File: src/rtl/vc_mem_port_arb_pkg.sv
// Shared types, message widths and sizing helpers for the 2:1 memory port arbiter.
// Message layouts follow the vc mem msg convention:
//   req  = {type[2:0], opaque, addr, len, data}
//   resp = {type[2:0], opaque, test[1:0], len, data}
// The arbiter never looks inside a message, so only the total widths matter here.
package vc_mem_port_arb_pkg;

   // Requester port identifier stored in the in-order ID FIFO.
   typedef logic [0:0] port_id_t;

   localparam port_id_t c_port0 = 1'b0;
   localparam port_id_t c_port1 = 1'b1;

   // Width of the byte-length field for a given data width.
   function automatic int f_len_nbits(input int data_nbits);
      return $clog2(data_nbits / 8);
   endfunction

   // Total request message width.
   function automatic int f_req_nbits(input int o, input int a, input int d);
      return 3 + o + a + f_len_nbits(d) + d;
   endfunction

   // Total response message width.
   function automatic int f_resp_nbits(input int o, input int d);
      return 3 + o + 2 + f_len_nbits(d) + d;
   endfunction

   // ID FIFO pointer width; a depth-2 FIFO still needs one pointer bit.
   function automatic int f_ptr_nbits(input int depth);
      return (depth <= 2) ? 1 : $clog2(depth);
   endfunction

   // Widths for the default 8/32/32 configuration.
   localparam int c_req_nbits  = f_req_nbits(8, 32, 32);
   localparam int c_resp_nbits = f_resp_nbits(8, 32);

endpackage

File: src/rtl/vc_mem_port_arb_id_fifo.sv
// In-order FIFO of requester IDs. One entry is pushed for every request that
// reaches memory and popped for every response handed back, so the head always
// names the port that owns the next memory response.
// Depth must be a power of two (>= 2) so the pointers wrap naturally.
module vc_mem_port_arb_id_fifo
   import vc_mem_port_arb_pkg::*;
#(
   parameter int p_depth = 4
)(
   input  logic     clk,
   input  logic     reset,
   input  logic     i_push,
   input  port_id_t i_push_id,
   input  logic     i_pop,
   output port_id_t o_head,
   output logic     o_full,
   output logic     o_empty
);

   localparam int c_ptr_nbits = f_ptr_nbits(p_depth);
   localparam int c_cnt_nbits = $clog2(p_depth) + 1;

   port_id_t                 r_mem [p_depth];
   logic [c_ptr_nbits-1:0]   r_rd_ptr;
   logic [c_ptr_nbits-1:0]   r_wr_ptr;
   logic [c_cnt_nbits-1:0]   r_count;

   logic w_push;
   logic w_pop;

   assign o_full  = (r_count == c_cnt_nbits'(p_depth));
   assign o_empty = (r_count == '0);
   assign o_head  = r_mem[r_rd_ptr];

   // The arbiter never pushes while full or pops while empty; the guards only
   // keep the counters consistent if that ever changes.
   assign w_push = i_push & ~o_full;
   assign w_pop  = i_pop  & ~o_empty;

   // Storage needs no reset: entries are only read once count says they are valid.
   always_ff @(posedge clk) begin
      if (w_push)
         r_mem[r_wr_ptr] <= i_push_id;
   end

   // Pointers and occupancy; simultaneous push and pop leaves count unchanged.
   always_ff @(posedge clk or posedge reset) begin
      if (reset) begin
         r_rd_ptr <= '0;
         r_wr_ptr <= '0;
         r_count  <= '0;
      end else begin
         if (w_push)
            r_wr_ptr <= r_wr_ptr + c_ptr_nbits'(1);
         if (w_pop)
            r_rd_ptr <= r_rd_ptr + c_ptr_nbits'(1);
         case ({w_push, w_pop})
            2'b10:   r_count <= r_count + c_cnt_nbits'(1);
            2'b01:   r_count <= r_count - c_cnt_nbits'(1);
            default: r_count <= r_count;
         endcase
      end
   end

endmodule

File: src/rtl/vc_mem_port_arb_2to1.sv
// Two-requester arbiter in front of a single-ported val/rdy test memory.
// Requests are granted combinationally onto the memory port; the winner's ID is
// queued so in-order memory responses can be steered back to the right port.
// Build option: VC_MEM_PORT_ARB_FIXED_PRIO_EN selects fixed priority (port 0
// wins ties); without it ties alternate round-robin.
module vc_mem_port_arb_2to1
   import vc_mem_port_arb_pkg::*;
#(
   parameter  int p_opaque_nbits    = 8,
   parameter  int p_addr_nbits      = 32,
   parameter  int p_data_nbits      = 32,
   parameter  int p_max_outstanding = 4,
   localparam int c_rq_nbits        = f_req_nbits(p_opaque_nbits, p_addr_nbits, p_data_nbits),
   localparam int c_rs_nbits        = f_resp_nbits(p_opaque_nbits, p_data_nbits)
)(
   input  logic                  clk,
   input  logic                  reset,

   input  logic                  req0_val,
   output logic                  req0_rdy,
   input  logic [c_rq_nbits-1:0] req0_msg,

   input  logic                  req1_val,
   output logic                  req1_rdy,
   input  logic [c_rq_nbits-1:0] req1_msg,

   output logic                  resp0_val,
   input  logic                  resp0_rdy,
   output logic [c_rs_nbits-1:0] resp0_msg,

   output logic                  resp1_val,
   input  logic                  resp1_rdy,
   output logic [c_rs_nbits-1:0] resp1_msg,

   output logic                  memreq_val,
   input  logic                  memreq_rdy,
   output logic [c_rq_nbits-1:0] memreq_msg,

   input  logic                  memresp_val,
   output logic                  memresp_rdy,
   input  logic [c_rs_nbits-1:0] memresp_msg
);

   // Lock holds a grant that was presented but not yet accepted, so the
   // message on memreq_msg cannot change under a stalled memory.
   logic     r_lock;
   port_id_t r_lock_id;

   port_id_t w_grant;
   logic     w_full;
   logic     w_empty;
   port_id_t w_head;
   logic     w_req_fire;
   logic     w_resp_fire;

   //---------------------------------------------------------------------------
   // Request side
   //---------------------------------------------------------------------------

`ifdef VC_MEM_PORT_ARB_FIXED_PRIO_EN
   // Grant: locked port first, otherwise port 0 wins any tie.
   always_comb begin
      w_grant = c_port0;
      if (r_lock)
         w_grant = r_lock_id;
      else if (req0_val && req1_val)
         w_grant = c_port0;
      else if (req1_val)
         w_grant = c_port1;
   end
`else
   // Port that wins the next tie; flips to the loser after every accepted request.
   logic r_prio;

   // Grant: locked port first, otherwise the valid port, ties go to r_prio.
   always_comb begin
      w_grant = c_port0;
      if (r_lock)
         w_grant = r_lock_id;
      else if (req0_val && req1_val)
         w_grant = port_id_t'(r_prio);
      else if (req1_val)
         w_grant = c_port1;
   end

   // Round-robin pointer moves only on an accepted request.
   always_ff @(posedge clk or posedge reset) begin
      if (reset)
         r_prio <= 1'b0;
      else if (w_req_fire)
         r_prio <= ~w_grant[0];
   end
`endif

   // With the ID FIFO full there is nowhere to record a new owner, so stall.
   assign memreq_val = (req0_val | req1_val) & ~w_full;
   assign memreq_msg = (w_grant == c_port1) ? req1_msg : req0_msg;
   assign req0_rdy   = (w_grant == c_port0) & memreq_rdy & ~w_full;
   assign req1_rdy   = (w_grant == c_port1) & memreq_rdy & ~w_full;
   assign w_req_fire = memreq_val & memreq_rdy;

   // Lock onto a presented-but-stalled grant; release once it is accepted.
   always_ff @(posedge clk or posedge reset) begin
      if (reset) begin
         r_lock    <= 1'b0;
         r_lock_id <= c_port0;
      end else if (w_req_fire) begin
         r_lock    <= 1'b0;
      end else if (memreq_val) begin
         r_lock    <= 1'b1;
         r_lock_id <= w_grant;
      end
   end

   //---------------------------------------------------------------------------
   // Outstanding-request bookkeeping
   //---------------------------------------------------------------------------

   vc_mem_port_arb_id_fifo #(
      .p_depth   (p_max_outstanding)
   ) u_id_fifo (
      .clk       (clk),
      .reset     (reset),
      .i_push    (w_req_fire),
      .i_push_id (w_grant),
      .i_pop     (w_resp_fire),
      .o_head    (w_head),
      .o_full    (w_full),
      .o_empty   (w_empty)
   );

   //---------------------------------------------------------------------------
   // Response side
   //---------------------------------------------------------------------------

   // The memory answers in request order, so the FIFO head owns memresp_msg.
   // A response with nothing outstanding is left unconsumed.
   assign resp0_val   = memresp_val & ~w_empty & (w_head == c_port0);
   assign resp1_val   = memresp_val & ~w_empty & (w_head == c_port1);
   assign resp0_msg   = memresp_msg;
   assign resp1_msg   = memresp_msg;
   assign memresp_rdy = ~w_empty & ((w_head == c_port1) ? resp1_rdy : resp0_rdy);
   assign w_resp_fire = memresp_val & memresp_rdy;

`ifndef SYNTHESIS
   // Report a memory response that no request is waiting for.
   always_ff @(posedge clk) begin
      if (!reset && memresp_val && w_empty)
         $display("vc_mem_port_arb_2to1: ERROR memresp_val with no outstanding request at %0t", $time);
   end
`endif

endmodule

File: config.mk
export PLATFORM = sky130hd
export DESIGN_NAME = vc_mem_port_arb_2to1
export DESIGN_NICKNAME = d
export VERILOG_FILES = /design/src/rtl/vc_mem_port_arb_pkg.sv /design/src/rtl/vc_mem_port_arb_id_fifo.sv /design/src/rtl/vc_mem_port_arb_2to1.sv
export SDC_FILE = /design/constraint.sdc
export NUM_CORES = 1
export LEC_CHECK = 0
export BUFFER_PORTS_ARGS = -buffer_cell sky130_fd_sc_hd__buf_2
export CAP_MARGIN = 20
export CELL_PAD_IN_SITES_DETAIL_PLACEMENT = 1
export CELL_PAD_IN_SITES_GLOBAL_PLACEMENT = 2
export CORE_MARGIN = 5
export CORE_UTILIZATION = 11
export CTS_CLUSTER_DIAMETER = 100
export DETAILED_ROUTE_END_ITERATION = 8
export PLACE_DENSITY_LB_ADDON = 0.1
export SLEW_MARGIN = 20
export SYNTH_ARGS = -nofsm -noshare
export SYNTH_HDL_FRONTEND = slang
export SYNTH_SLANG_ARGS = --single-unit
export TNS_END_PERCENT = 1
File: constraint.sdc
create_clock -name clk -period 2.2 [get_ports clk]
set_input_delay 0.44 -clock clk [delete_from_list [all_inputs] [get_ports clk]]
set_output_delay 0.44 -clock clk [all_outputs]
set_load 0.05 [all_outputs]
==> summary.md, run 1 <==
| Metric | Value |
|---|---|
| DR vias | `2344` |
| Count leader, synth | `buf_4` |
| Total I/O pin count | `386` |
| CP startpoint kind | `flip-flop` |
| CTS sink cnt | `14` |
| Syn_nets | `465` |
| Die X-Extent | `159 µm` |
| Flip-flop and latch count after synthesis | `14` |
| Violated checks | `setup timing` |
| Synth cell types | `26` |
| Post-layout minimum cycle time | `2220 ps` |
| Detail Route Antenna Nets | `0` |
| Die height | `159 µm` |
| Status | `finished, violations left` |
| Clock buffer depth | `2` |
| Clock buffer count from CTS | `3` |
| Yosys top cell area share | `0.324` |
| Final worst path period share | `1.01` |
| Port bufs | `244` |
| Syn Std Cell Area | `0.00243 mm²` |
| VDD IR-drop max | `256 µV` |
| Area delta synth->final | `61.5%` |
| Number of flops mapped to enable cells by yosys | `4` |
| Final Cell Area | `0.00393 mm²` |
| Iteration count of the initial detailed-routing pass | `4` |
| Seq/Total Area, Yosys | `0.152` |
| Max FO, Critical Path | `22` |
| Commonest cells in the netlist | `buf_4, mux2_2, dfrtp_1, inv_1` |
| FF/Latch Area | `372 µm²` |
| Setup crit end kind | `primary output` |
| Root buf cell | `clkbuf_16` |
| Row Count | `54` |
| First-pass GRT wire length | `17100 µm` |
| Multi-input combinational cell area | `0.00137 mm²` |
| Final GP Congestion | `0.741` |
| Hold_ws | `190 ps` |
| Worst hold path class | `input port to asynchronous set/reset pin` |
| Proportion of layout cells with a drive suffix above 1 | `0.849` |
| Slew HR | `0.710` |
| DRC viols | `0` |
| Worst skew pair latency | `240 ps` |
| Final Max Tran Viols | `0` |
| DPL Wire Length | `10800 µm` |
| Power density over cell area | `1330 mW/mm²` |
| Synth Area in Simple Gates | `0.0561` |
| Yosys warns | `0` |
| Fill count | `2590` |
| Achievable Freq | `450 MHz` |
| Post-route setup slack | `-22.6 ps` |
| Total grt overflow | `0` |
| # Max-Cap Violations | `0` |
| Primary FF master, synth | `dfrtp_1` |
| Final #Nets | `634` |
| DRT Wirelength | `12200 µm` |
| Worst-Margin Slew | `435 ps` |
| RSZ-0062 raised after global routing | `true` |
| Clk slew on worst S/H paths | `50 ps` |
| Synth top area cells | `mux2_2, buf_4, dfrtp_1` |
| Final hold vios | `0` |
| H-tree levels | `1` |
| Largest net degree at the start of global routing | `44` |
| Largest family of logic cells by synthesized area | `multiplexers` |
| Arrival @ worst endpoint | `1780 ps` |
| Leak | `0.00198 µW` |
| Final setup fails | `27` |
| TritonCTS clock tree | `built` |
| Vias/cell | `3.35` |
| CP Data Required Time | `1760 ps` |
| Post-synthesis mux area share | `0.400` |
| Crit path kind | `flip-flop to primary output` |
| Synth Area in XOR/XNOR | `0.0180` |
| Leading area contributor after synthesis | `mux2_2` |
| Effective utilization at floorplan | `0.111` |
| Post-Synth Adder-Cell Area | `0.0340` |
| Post-synthesis compound-gate area fraction | `0.0108` |
| Area after DPL | `0.00337 mm²` |
| Die Area | `0.0252 mm²` |
| Vias in the first global route | `2564` |
| Synthesized instance count | `250` |
| Core Region | `0.0218 mm²` |
| Setup Skew | `1.53 ps` |
| Syn avg cell area | `9.73 µm²` |
| Initial antenna violation count | `1` |
| Routed wire per std cell | `17.5 µm` |
| All-Layer GR Usage | `0.0875` |
| Initial drt markers | `51` |
| Synth async-reset ratio | `0.714` |
[worst max-delay path: stages, from the launching register on]
cell     delay (ps)
dfrtp_1         370
o21ai_2          90
o21ai_4         190
buf_4           150
buf_12          190
mux2_2          370
buf_6           160
[registers in the layout, summed over array words and instances, names as in the netlist]
register and cells:
r_prio 1, r_lock 1, u_id_fifo.r_rd_ptr 2, u_id_fifo.r_mem 4
u_id_fifo.r_wr_ptr 2, u_id_fifo.r_count 3, r_lock_id 1
[worst paths after layout]
check	startpoint	end	cells past startpoint	slack (ps)
max reg2reg	u_id_fifo.r_rd_ptr[1]	u_id_fifo.r_count[2]	10	-10
min	reset	u_id_fifo.r_rd_ptr[0]	2	190
max	r_prio	memreq_msg[25]	6	-20
min in group clk	u_id_fifo.r_rd_ptr[0]	u_id_fifo.r_rd_ptr[0]	1	530
min reg2reg	u_id_fifo.r_rd_ptr[0]	u_id_fifo.r_rd_ptr[0]	1	530
max in group asynchronous	reset	u_id_fifo.r_rd_ptr[1]	2	1690
[layout make-up]
class,count,share of cell area
clock inverters,1,0.000956
clock buffers,3,0.0191
flip-flops and latches,14,0.0946
multi-input cells,125,0.348
diodes,1,0.000637
repair buffers,266,0.439
well taps,280,0.0892
inverters,9,0.00860
[report_power, final]
| group | internal (µW) | leakage (µW) | switching, µW | total (µW) |
|---|---|---|---|---|
| sequential | 390 | 0.000153 | 87.3 | 477 |
| clock | 240 | 0.0000385 | 104 | 344 |
| combinational | 1750 | 0.00178 | 2640 | 4390 |
[cells by family (layout without fill, tap and decap cells)]
kind of cell,Yosys count,in the layout
simple gates,23,23
fa+ha+maj,6,6
mux,87,87
other cells,0,1
buf+inv,111,279
flops,14,14
xor+xnor,5,5
compound gates,4,4
[layout by cell type (no fill, tap or decap), types with 2 or more instances in the layout]
master / instances
ha_1: 4
mux2_2: 54
nor2_2: 2
buf_12: 2
inv_1: 8
xor2_1: 3
mux2_4: 18
nand2_1: 2
nor2_1: 7
buf_2: 197
mux2_1: 7
nor2b_4: 2
dfrtp_1: 9
xnor2_1: 2
mux2i_1: 5
buf_6: 47
clkbuf_16: 4
and2_1: 4
edfxtp_1: 4
buf_4: 19
mux2i_2: 2
[repair_timing]
action	CTS	global route
endpoints found under the setup margin	71	80
pin swaps	4	4
gates cloned	0	1
hold buffers	0	0
gates resized for setup	87	41
setup buffers	2	4
[metal layers]
metal | routed length, µm | part of all wire | global-route usage
met1 | 3530 | 0.29 | 0.0734
met2 | 7290 | 0.60 | 0.186
met3 | 1020 | 0.083 | 0.0246
met4 | 385 | 0.032 | 0.0348
met5 | 0 | 0 | 0
[stage by stage]
step	setup slack, ps	utilization	total power [µW]	setup TNS [ps]	instances
after floorplan	124	-	3790	0	250
after global placement	-124	0.155	4290	-853	687
after detailed placement	-125	0.155	4280	-678	687
after CTS	-92.1	0.171	5010	-1490	693
after global routing	-122	0.180	5480	-5680	699
final	-22.6	0.180	5210	-424	699
Note: power is estimated with default switching activity, not from simulation.
==> run 2, diff against run 1 <==
--- a/config.mk
+++ b/config.mk
@@ -10,7 +10,7 @@
 export CELL_PAD_IN_SITES_DETAIL_PLACEMENT = 1
 export CELL_PAD_IN_SITES_GLOBAL_PLACEMENT = 2
 export CORE_MARGIN = 5
-export CORE_UTILIZATION = 11
+export CORE_UTILIZATION = 12
 export CTS_CLUSTER_DIAMETER = 100
 export DETAILED_ROUTE_END_ITERATION = 8
 export PLACE_DENSITY_LB_ADDON = 0.1
==> constraint.sdc (replaced) <==
create_clock -name clk -period 2.35 [get_ports clk]
set_input_delay 0.47 -clock clk [delete_from_list [all_inputs] [get_ports clk]]
set_output_delay 0.47 -clock clk [all_outputs]
set_load 0.05 [all_outputs]
==> run 2 against run 1 <==
Net effect:
- the run now ends clean
- sequential power fell by 4%
- clock skew barely moved
- total power fell by 15%
- clock power rose by 6.1%
- global-route usage rose by 0.81 points
- critical endpoint is now memreq_msg[10]
- largest cell class unchanged
==> summary.md, run 2 (synthesized netlist as in run 1, its figures left out) <==
| Metric | Value |
|---|---|
| Status | `finished clean` |
| Largest net degree at the start of global routing | `20` |
| Crit path kind | `flip-flop to primary output` |
| CTS Hold Bufs | `0` |
| Most common cell after layout, fill and taps aside | `buf_2` |
| Final #Nets | `623` |
| Final GP Congestion | `0.836` |
| TritonCTS clock tree | `built` |
| R2r startpoint | `u_id_fifo.r_rd_ptr[1]` |
| Commonest non-fill, non-tap cells in the layout | `buf_2, mux2_2, inv_1` |
| Power density over cell area | `1270 mW/mm²` |
| Worst skew pair latency | `240 ps` |
| Most flops, register | `u_id_fifo.r_mem` |
| Hold_ws | `231 ps` |
| VDD IR-drop max | `357 µV` |
| Pre-CTS setup slack | `58.3 ps` |
| Vias in the first global route | `2496` |
| Psw | `2560 µW` |
| Effective utilization at floorplan | `0.121` |
| Final worst path period share | `0.968` |
| Final hold vios | `0` |
| Grt met3 use | `0.0293` |
| Clk slew on worst S/H paths | `50 ps` |
| Final Max Tran Viols | `0` |
| Core Region | `0.0201 mm²` |
| Setup TNS Final | `0 ps` |
| Clock buffer depth | `2` |
| Row Count | `52` |
| Total grt overflow | `0` |
| Die height | `152 µm` |
| Detail Route Antenna Nets | `0` |
| Achievable Freq | `439 MHz` |
| Max FO, Critical Path | `17` |
| Root buf cell | `clkbuf_16` |
| DPL Wire Length | `11000 µm` |
| Proportion of layout cells with a drive suffix above 1 | `0.833` |
| Placed cell count | `673` |
| Setup slack, reg-to-reg | `140 ps` |
| Diodes inserted | `0` |
| Crit-path max cell delay | `380 ps` |
| First-pass GRT wire length | `17000 µm` |
| Reg2reg end | `u_id_fifo.r_count[2]` |
| Port bufs | `244` |
| Post-CTS Setup Inserts | `0` |
| Slowest CP cell | `mux2_2` |
| Met2 Use GR | `0.199` |
| All-Layer GR Usage | `0.0956` |
| Crit path top cell by count | `buf_12` |
| CP Data Required Time | `1880 ps` |
| Final Cell Area | `0.00348 mm²` |
| RSZ-0062 raised after global routing | `true` |
| DR vias | `2258` |
| Initial antenna violation count | `1` |
| Crit path max-delay family | `buffers and inverters` |
| Iteration count of the initial detailed-routing pass | `4` |
| # Max-Cap Violations | `0` |
| Leak | `0.00176 µW` |
| CTS sink cnt | `14` |
| R2R depth | `10` |
| Largest register FFs | `4` |
| Worst-Margin Slew | `453 ps` |
| Total I/O pin count | `386` |
| Arrival @ worst endpoint | `1810 ps` |
| Post-layout minimum cycle time | `2280 ps` |
| Area after DPL | `0.00338 mm²` |
| DRC viols | `0` |
| Vias/cell | `3.34` |
| Internal power of the cells | `1860 µW` |
| Final setup fails | `0` |
| Post-route setup slack | `74.7 ps` |
| GRT Max-Usage Layer | `met2` |
| Buf+Inv Stages, Crit Path | `3` |
| Largest regs | `u_id_fifo.r_mem (4), u_id_fifo.r_count (3)` |
| Area delta synth->final | `43.1%` |
| Setup crit end kind | `primary output` |
| Clock buffer count from CTS | `3` |
| Die X-Extent | `152 µm` |
| Switching Fraction | `0.580` |
| Slew HR | `0.698` |
| Initial drt markers | `58` |
| Clock share of power | `0.083` |
| Die Area | `0.0232 mm²` |
| Routed wire per std cell | `17.7 µm` |
| Comb power frac | `0.813` |
| Flop pwr share | `0.104` |
| Worst path cell trace | `o21ai_1 -> o21ai_4 -> buf_12 -> buf_12 -> mux2_2 -> buf_2` |
| H-tree levels | `1` |
| DRT Wirelength | `12000 µm` |
| Worst hold path class | `input port to asynchronous set/reset pin` |
| Layout Cells excl Fill | `677` |
| GR Util met1 | `0.0893` |
| CP startpoint kind | `flip-flop` |
| Setup Skew | `2.00 ps` |
run 2: changes by cell type in the layout (fill, tap and decap cells not counted), sizes merged:
cell,before,now
diode,1,0
clkinv,1,0
buf,265,255
run 2: repair_timing:
item / CTS / global route
setup endpoints to repair: 0 / 6
endpoints found under the hold margin: 0 / 0
gates resized for setup: 0 / 5
run 2: layout make-up:
class | instances | area [µm²]
clock buffers | 4 | 88.8
well taps | 270 | 338
flip-flops and latches | 14 | 373
multi-input cells | 125 | 1280
fillers | 2446 | 16600
repair buffers | 255 | 1370
inverters | 9 | 33.8
run 2: worst max path at each step:
stage,cells after the start,slack [ps],to,startpoint
after floorplan,5,70,req1_rdy,req0_val
after global placement,8,70,memreq_msg[10],req0_val
after detailed placement,8,60,memreq_msg[10],req0_val
after CTS,6,40,memreq_msg[0],r_prio
after global routing,10,-2,u_id_fifo.r_count[2],u_id_fifo.r_rd_ptr[1]
final,6,70,memreq_msg[10],r_prio
run 2: per-layer routing:
layer,share of wire,vias up
met4,0.016,2
met2,0.57,174
li1,-,1053
met5,0.0011,-
met3,0.092,27
met1,0.32,1002
run 2: power by group through the flow:
stage          clock (µW)  sequential, µW  combinational (µW)
3_3_place_gp            0             454                3650
4_1_cts               381             452                3640
6_report              365             459                3590
5_1_grt               395             475                3790
3_5_place_dp            0             454                3640
2_1_floorplan           0             427                3120
run 2: stage by stage:
stage                     power, µW  utilization
after floorplan                3540            -
after global placement         4100        0.168
after detailed placement       4090        0.168
after CTS                      4480        0.172
after global routing           4660        0.173
final                          4420        0.173
